[src/rtl/div_datapath_if.sv]
`default_nettype none
// =============================================================================
// Module : div_datapath_if
// Desc   : Operand, step-command and result bundle between the divider
//          controller (master) and div_datapath (slave).
//          Optional macro DIV_DATAPATH_REMAINDER_EN adds the remainder result.
// Rev    : 1.0  initial release
// =============================================================================
interface div_datapath_if;
    logic        start;
    logic [31:0] dividend;
    logic [31:0] divisor;
    logic        add;
    logic        sub;
    logic        shiftQuotient;
    logic        nop;
    logic        Q0;
    logic        ready;
    logic        MSB;
    logic [31:0] quotient;
    logic        result_valid;
    logic        exception;
`ifdef DIV_DATAPATH_REMAINDER_EN
    logic [31:0] remainder;

    modport master (
        output start, dividend, divisor, add, sub, shiftQuotient, nop, Q0, ready,
        input  MSB, quotient, result_valid, exception, remainder
    );
    modport slave (
        input  start, dividend, divisor, add, sub, shiftQuotient, nop, Q0, ready,
        output MSB, quotient, result_valid, exception, remainder
    );
`else
    modport master (
        output start, dividend, divisor, add, sub, shiftQuotient, nop, Q0, ready,
        input  MSB, quotient, result_valid, exception
    );
    modport slave (
        input  start, dividend, divisor, add, sub, shiftQuotient, nop, Q0, ready,
        output MSB, quotient, result_valid, exception
    );
`endif
endinterface
`default_nettype wire

[src/rtl/div_datapath.sv]
`default_nettype none
// =============================================================================
// Module : div_datapath
// Desc   : Signed 32-bit divider datapath driven step-by-step by an external
//          controller; sign-magnitude in, final correction and sign fix-up out.
//          Optional macro DIV_DATAPATH_REMAINDER_EN adds the remainder output.
// Rev    : 1.0  initial release
// =============================================================================
module div_datapath (
    input  wire logic     clock,
    input  wire logic     reset,
    div_datapath_if.slave bus
);
    typedef enum logic [1:0] {
        S_IDLE = 2'd0,
        S_BUSY = 2'd1,
        S_DONE = 2'd2
    } state_t;

    state_t      r_state;
    state_t      w_state_nxt;

    logic [32:0] r_a;
    logic [31:0] r_q;
    logic [31:0] r_b;
    logic        r_sign_q;
    logic        r_dz;
    logic        r_ready_d;
    logic [31:0] r_quotient;
    logic        r_result_valid;
    logic        r_exception;
`ifdef DIV_DATAPATH_REMAINDER_EN
    logic        r_sign_r;
    logic [31:0] r_remainder;
    logic [31:0] w_rem_final;
`endif

    logic        w_busy;
    logic        w_ready_rise;
    logic        w_hold;
    logic [31:0] w_dividend_mag;
    logic [31:0] w_divisor_mag;
    logic [31:0] w_q_step;
    logic [31:0] w_q_final;
    logic [32:0] w_a_base;
    logic [32:0] w_a_step;
    logic [32:0] w_a_corr;

    always_comb begin
        w_busy         = (r_state == S_BUSY);
        w_ready_rise   = bus.ready & ~r_ready_d;
        // Negating 0x80000000 wraps to itself, which is the correct unsigned 2^31
        w_dividend_mag = bus.dividend[31] ? -bus.dividend : bus.dividend;
        w_divisor_mag  = bus.divisor[31]  ? -bus.divisor  : bus.divisor;

        w_a_base = bus.shiftQuotient ? {r_a[31:0], r_q[31]} : r_a;
        w_q_step = bus.shiftQuotient ? {r_q[30:0], bus.Q0} : r_q;
        w_hold   = bus.nop | (bus.add & bus.sub);
        w_a_step = w_a_base;
        if (!w_hold) begin
            if (bus.add) begin
                w_a_step = w_a_base + {1'b0, r_b};
            end else if (bus.sub) begin
                w_a_step = w_a_base - {1'b0, r_b};
            end
        end
        w_a_corr = r_a[32] ? (r_a + {1'b0, r_b}) : r_a;

        w_q_final = r_dz ? 32'd0 : (r_sign_q ? -r_q : r_q);
`ifdef DIV_DATAPATH_REMAINDER_EN
        w_rem_final = r_dz ? 32'd0 : (r_sign_r ? -r_a[31:0] : r_a[31:0]);
`endif
    end

    // A start always wins, including over a coincident ready rise
    always_comb begin
        w_state_nxt = r_state;
        if (bus.start) begin
            w_state_nxt = S_BUSY;
        end else begin
            case (r_state)
                S_BUSY:  if (w_ready_rise) w_state_nxt = S_DONE;
                S_DONE:  w_state_nxt = S_IDLE;
                default: w_state_nxt = S_IDLE;
            endcase
        end
    end

    always_ff @(posedge clock) begin
        if (reset) begin
            r_state <= S_IDLE;
        end else begin
            r_state <= w_state_nxt;
        end
    end

    always_ff @(posedge clock) begin
        if (reset) begin
            r_a            <= '0;
            r_q            <= '0;
            r_b            <= '0;
            r_sign_q       <= 1'b0;
            r_dz           <= 1'b0;
            r_ready_d      <= 1'b0;
            r_quotient     <= '0;
            r_result_valid <= 1'b0;
            r_exception    <= 1'b0;
`ifdef DIV_DATAPATH_REMAINDER_EN
            r_sign_r       <= 1'b0;
            r_remainder    <= '0;
`endif
        end else begin
            r_ready_d      <= bus.ready;
            r_result_valid <= 1'b0;
            if (bus.start) begin
                r_a         <= '0;
                r_q         <= w_dividend_mag;
                r_b         <= w_divisor_mag;
                r_sign_q    <= bus.dividend[31] ^ bus.divisor[31];
                r_dz        <= (bus.divisor == 32'd0);
                r_exception <= 1'b0;
`ifdef DIV_DATAPATH_REMAINDER_EN
                r_sign_r    <= bus.dividend[31];
`endif
            end else if (w_busy) begin
                if (w_ready_rise) begin
                    r_a <= w_a_corr;
                end else begin
                    r_a <= w_a_step;
                    r_q <= w_q_step;
                end
            end else if (r_state == S_DONE) begin
                r_quotient     <= w_q_final;
                r_result_valid <= 1'b1;
                r_exception    <= r_dz;
`ifdef DIV_DATAPATH_REMAINDER_EN
                r_remainder    <= w_rem_final;
`endif
            end
        end
    end

    assign bus.MSB          = r_a[32];
    assign bus.quotient     = r_quotient;
    assign bus.result_valid = r_result_valid;
    assign bus.exception    = r_exception;
`ifdef DIV_DATAPATH_REMAINDER_EN
    assign bus.remainder    = r_remainder;
`endif

endmodule
`default_nettype wire

[src/flat_wrapper.sv]
// flat-port wrapper written by rule: the top's interface ports become plain ports
module div_datapath_flat 
  (clock, reset, bus_start, bus_dividend, bus_divisor, bus_add, bus_sub, bus_shiftQuotient, bus_nop, bus_Q0, bus_ready, bus_MSB, bus_quotient, bus_result_valid, bus_exception);
  div_datapath_if bus_i ();
  input  wire logic clock;
  input  wire logic reset;
  input wire logic [$bits(bus_i.start)-1:0] bus_start;
  input wire logic [$bits(bus_i.dividend)-1:0] bus_dividend;
  input wire logic [$bits(bus_i.divisor)-1:0] bus_divisor;
  input wire logic [$bits(bus_i.add)-1:0] bus_add;
  input wire logic [$bits(bus_i.sub)-1:0] bus_sub;
  input wire logic [$bits(bus_i.shiftQuotient)-1:0] bus_shiftQuotient;
  input wire logic [$bits(bus_i.nop)-1:0] bus_nop;
  input wire logic [$bits(bus_i.Q0)-1:0] bus_Q0;
  input wire logic [$bits(bus_i.ready)-1:0] bus_ready;
  output wire logic [$bits(bus_i.MSB)-1:0] bus_MSB;
  output wire logic [$bits(bus_i.quotient)-1:0] bus_quotient;
  output wire logic [$bits(bus_i.result_valid)-1:0] bus_result_valid;
  output wire logic [$bits(bus_i.exception)-1:0] bus_exception;
  assign bus_i.start = bus_start;
  assign bus_i.dividend = bus_dividend;
  assign bus_i.divisor = bus_divisor;
  assign bus_i.add = bus_add;
  assign bus_i.sub = bus_sub;
  assign bus_i.shiftQuotient = bus_shiftQuotient;
  assign bus_i.nop = bus_nop;
  assign bus_i.Q0 = bus_Q0;
  assign bus_i.ready = bus_ready;
  assign bus_MSB = bus_i.MSB;
  assign bus_quotient = bus_i.quotient;
  assign bus_result_valid = bus_i.result_valid;
  assign bus_exception = bus_i.exception;
  div_datapath u_core (.clock(clock), .reset(reset), .bus(bus_i));
endmodule
[config.mk]
export PLATFORM = sky130hd
export DESIGN_NAME = div_datapath_flat
export DESIGN_NICKNAME = d
export VERILOG_FILES = /design/src/rtl/div_datapath_if.sv /design/src/rtl/div_datapath.sv /design/src/flat_wrapper.sv
export SDC_FILE = /design/constraint.sdc
export NUM_CORES = 1
export LEC_CHECK = 0
export CAP_MARGIN = 20
export CORE_UTILIZATION = 45
export CTS_CLUSTER_DIAMETER = 100
export DETAILED_ROUTE_END_ITERATION = 6
export PLACE_DENSITY = 0.65
export SLEW_MARGIN = 20
export SYNTH_ARGS = -nofsm -noshare
export SYNTH_HDL_FRONTEND = slang
export SYNTH_SLANG_ARGS = --single-unit
[constraint.sdc]
create_clock -name clock -period 6.4 [get_ports clock]
set_input_delay 0.64 -clock clock [delete_from_list [all_inputs] [get_ports clock]]
set_output_delay 0.64 -clock clock [all_outputs]
set_load 0.1 [all_outputs]
==> summary.txt <==
Status
  • Status: complete, no violations

Clock tree
  • Maximum count of clock buffers along a single path: 2
  • Inserted Clock Buffers: 17
  • Number of hold-repair buffers added at the cts stage: 0
  • Total number of clock tree sinks: 136
  • TritonCTS clock tree: yes
  • Maximum level of the CTS H-tree: 4
  • Resize count post-CTS: 0
  • Clock-pin transition on the worst setup and hold timing paths: 0.07 ns
  • Number of buffers inserted by post-CTS setup repair: 0
  • Clock tree root buffer cell: clkbuf_16
  • Clock latency at the later pin of the worst-skew pair: 0.44 ns

Floorplan
  • Die ar.: 29,900 um^2
  • Number of rows in the core area: 62
  • Placeable core area: 28,700 um^2
  • Horizontal die dimension: 173 um
  • Starting utilization of the core area: 0.458
  • Die H: 173 um
  • Total I/O pin count: 108

Route
  • Total wirelength of the detailed-routed design: 45,500 um
  • Routed wire length per instance: 21.0 um
  • DRC violation total after the first TritonRoute iteration: 1,220
  • Number of DRC violations after detailed routing: 0
  • DR vias: 13,600
  • Detail Route Antenna Nets: 0
  • Via-per-instance ratio: 6.28
  • First drt pass iteration count: 5

Logic synthesis
  • Synth unique cells: 77
  • Synth Register Bits: 136
  • Warnings, synthesis: 0
  • Fraction of registers with async set/reset: 0
  • Number of instances in the synthesized netlist: 1,733
  • Primary flip-flop cell chosen by synthesis mapping: dfxtp_1
  • EDFF count, synth: 0
  • Post-synth design cell area: 13,100 um^2
  • Synth top area share: 0.207
  • Dominant cells by area after synthesis: dfxtp_1 (21%), ha_1 (9.5%), a211oi_1 (6.1%)
  • Fraction of the yosys area taken by sequential cells: 0.207
  • Syn avg cell area: 7.58 um^2
  • Cell type with the highest aggregate area in the netlist: dfxtp_1
  • Net Count, Synth: 1,909
  • Most repeated cell in the gate-level netlist after synthesis: nor2_1
  • Most frequent cells after synthesis: nor2_1 (165), a21oi_1 (142), dfxtp_1 (136)

Timing
  • Final count of pins violating max slew: 0
  • Setup skew after layout: 0.0174 ns
  • Fin. Hold Viols: 0
  • Worst Max-Slew Pin Slew: 1.16 ns
  • Setup tns final: 0 ns
  • Final setup fails: 0
  • Post-route setup slack: 1.75 ns
  • Remaining max-slew budget at the tightest pin: 0.225
  • Unrepaired setup endpoints after global routing: no
  • Highest achievable clock rate: 0.215 GHz
  • Final critical path time including I/O delays and setup: 4.65 ns
  • Share of the clock period used by the worst path: 0.727

Critical path
  • Critical setup path kind: primary input to register
  • Worst path required time: 6.75 ns
  • WP data arrival: 5.00 ns
  • Highest net fanout along the worst path: 19
  • Startpoint Class: primary input
  • Endpoint type of the worst setup path: register

Power
  • Sw Pwr: 0.920 mW
  • Pwr Total: 2.66 mW
  • Static leakage: 5.99 nW
  • Sw Share: 0.346
  • Clock group share of total power: 0.372
  • Largest voltage drop on the vdd net: 189 uV
  • Portion of total power attributed to combinational logic: 0.272
  • PD cells: 178 nW/um^2
  • Portion of total power attributed to sequential cells: 0.357
  • Total internal power: 1.74 mW

Placed design
  • Placed Cells: 2,131
  • Detailed Place HPWL: 34,200 um
  • Global placement routability congestion: 0.957
  • Total of buffers placed on input and output ports: 107
  • Placement Setup Slack: 1.46 ns

Global route
  • Vias in the first global route: 12,800
  • Global-route wire length before repair: 71,500 um
  • Initial antenna violation count: 2
  • Global Route Usage Sum: 0.299
  • Pin count of the biggest net entering global routing: 70
  • Gr ovfl total: 0

Cells and area
  • Post-layout util: 0.522
  • Final cell count without fillers: 2,164
  • Fin nets: 1,942
  • Share of final-layout standard cells stronger than drive strength 1: 0.0697
  • Layout overhead on the synthesized area: 14.0%

Flow run
  • MaxCap Viol Count: 0

Hold path
  • Min-delay worst type: register to register
-- power by group through the flow --
stage               combinational, mW  clock, mW  sequential (mW)
finish                          0.724      0.989            0.949
global placement                0.704          0            0.966
global route                    0.789       1.04            0.954
detailed placement              0.706          0            0.966
floorplan                       0.491          0            0.949
CTS                             0.711       1.00            0.948
-- layout by cell type (no fill, tap or decap), types with 79 or more instances in the layout --
master,instances
a211oi_1,107
xor2_1,79
nor2_1,163
ha_1,100
clkdlybuf4s50_1,103
a21oi_1,141
nand2_1,94
o21ai_0,102
inv_1,81
dfxtp_1,136
-- layer usage --
layer / GRT usage / share of wire
met2: 0.486 / 0.46
met4: 0.0914 / 0.026
met5: 0 / 0
met3: 0.0394 / 0.056
met1: 0.409 / 0.46
-- cells by family after synthesis --
logic type	share of synthesized area
XOR/XNOR	0.0847
adder cells (fa/ha/maj)	0.0998
buffers and inverters	0.0565
flip-flops	0.207
AO/OA/AOI/OAI	0.331
AND/OR/NAND/NOR	0.185
multiplexers	0.0358
-- sequential cells by signal (all words and copies together) (netlist names) --
register,count
u_core.bus.result_valid,1
u_core.r_q,32
u_core.r_sign_q,1
u_core.r_a,33
u_core.bus.quotient,32
u_core.r_b,32
u_core.r_dz,1
u_core.r_state,2
u_core.r_ready_d,1
u_core.bus.exception,1
-- critical path: stages --
cell      delay [ns]
buf_2           0.41
mux2_2          0.29
inv_1           0.05
ha_1            0.20
fa_1            0.42
nor2b_1         0.19
o21bai_1        0.12
a31oi_1         0.40
a21oi_1         0.31
o21ba_2         0.34
o41ai_1         0.74
nand4_1         0.21
a221oi_1        0.36
xnor2_1         0.12
o31ai_1         0.18
-- final timing paths --
check | startpoint | endpoint | slack (ns) | cells after the start
worst min-delay path | u_core.bus.quotient[30] | u_core.bus.quotient[30] | 0.45 | 2
worst max-delay path | bus_shiftQuotient | u_core.r_a[32] | 1.75 | 15
worst max register to register | u_core.r_q[31] | u_core.r_a[32] | 2.06 | 14
worst min register to register | u_core.bus.quotient[30] | u_core.bus.quotient[30] | 0.45 | 2
-- through the flow --
stage / hold WS, ns / cell area (um^2)
2_1_floorplan: 0.460 / 13100
3_3_place_gp: 0.442 / 14400
3_5_place_dp: 0.449 / 14400
4_1_cts: 0.456 / 15000
5_1_grt: 0.473 / 15000
6_report: 0.453 / 15000
-- area by class of cell --
class	instances	area, um^2
antenna	1	2.50
clock buffer	19	433
clock inverter	13	146
fill	2814	13700
inverter	81	304
multi-input combinational	1403	9680
sequential	136	2720
tap	384	480
timing repair buffer	127	1210
No activity file was read; power rests on OpenSTA's default activity.
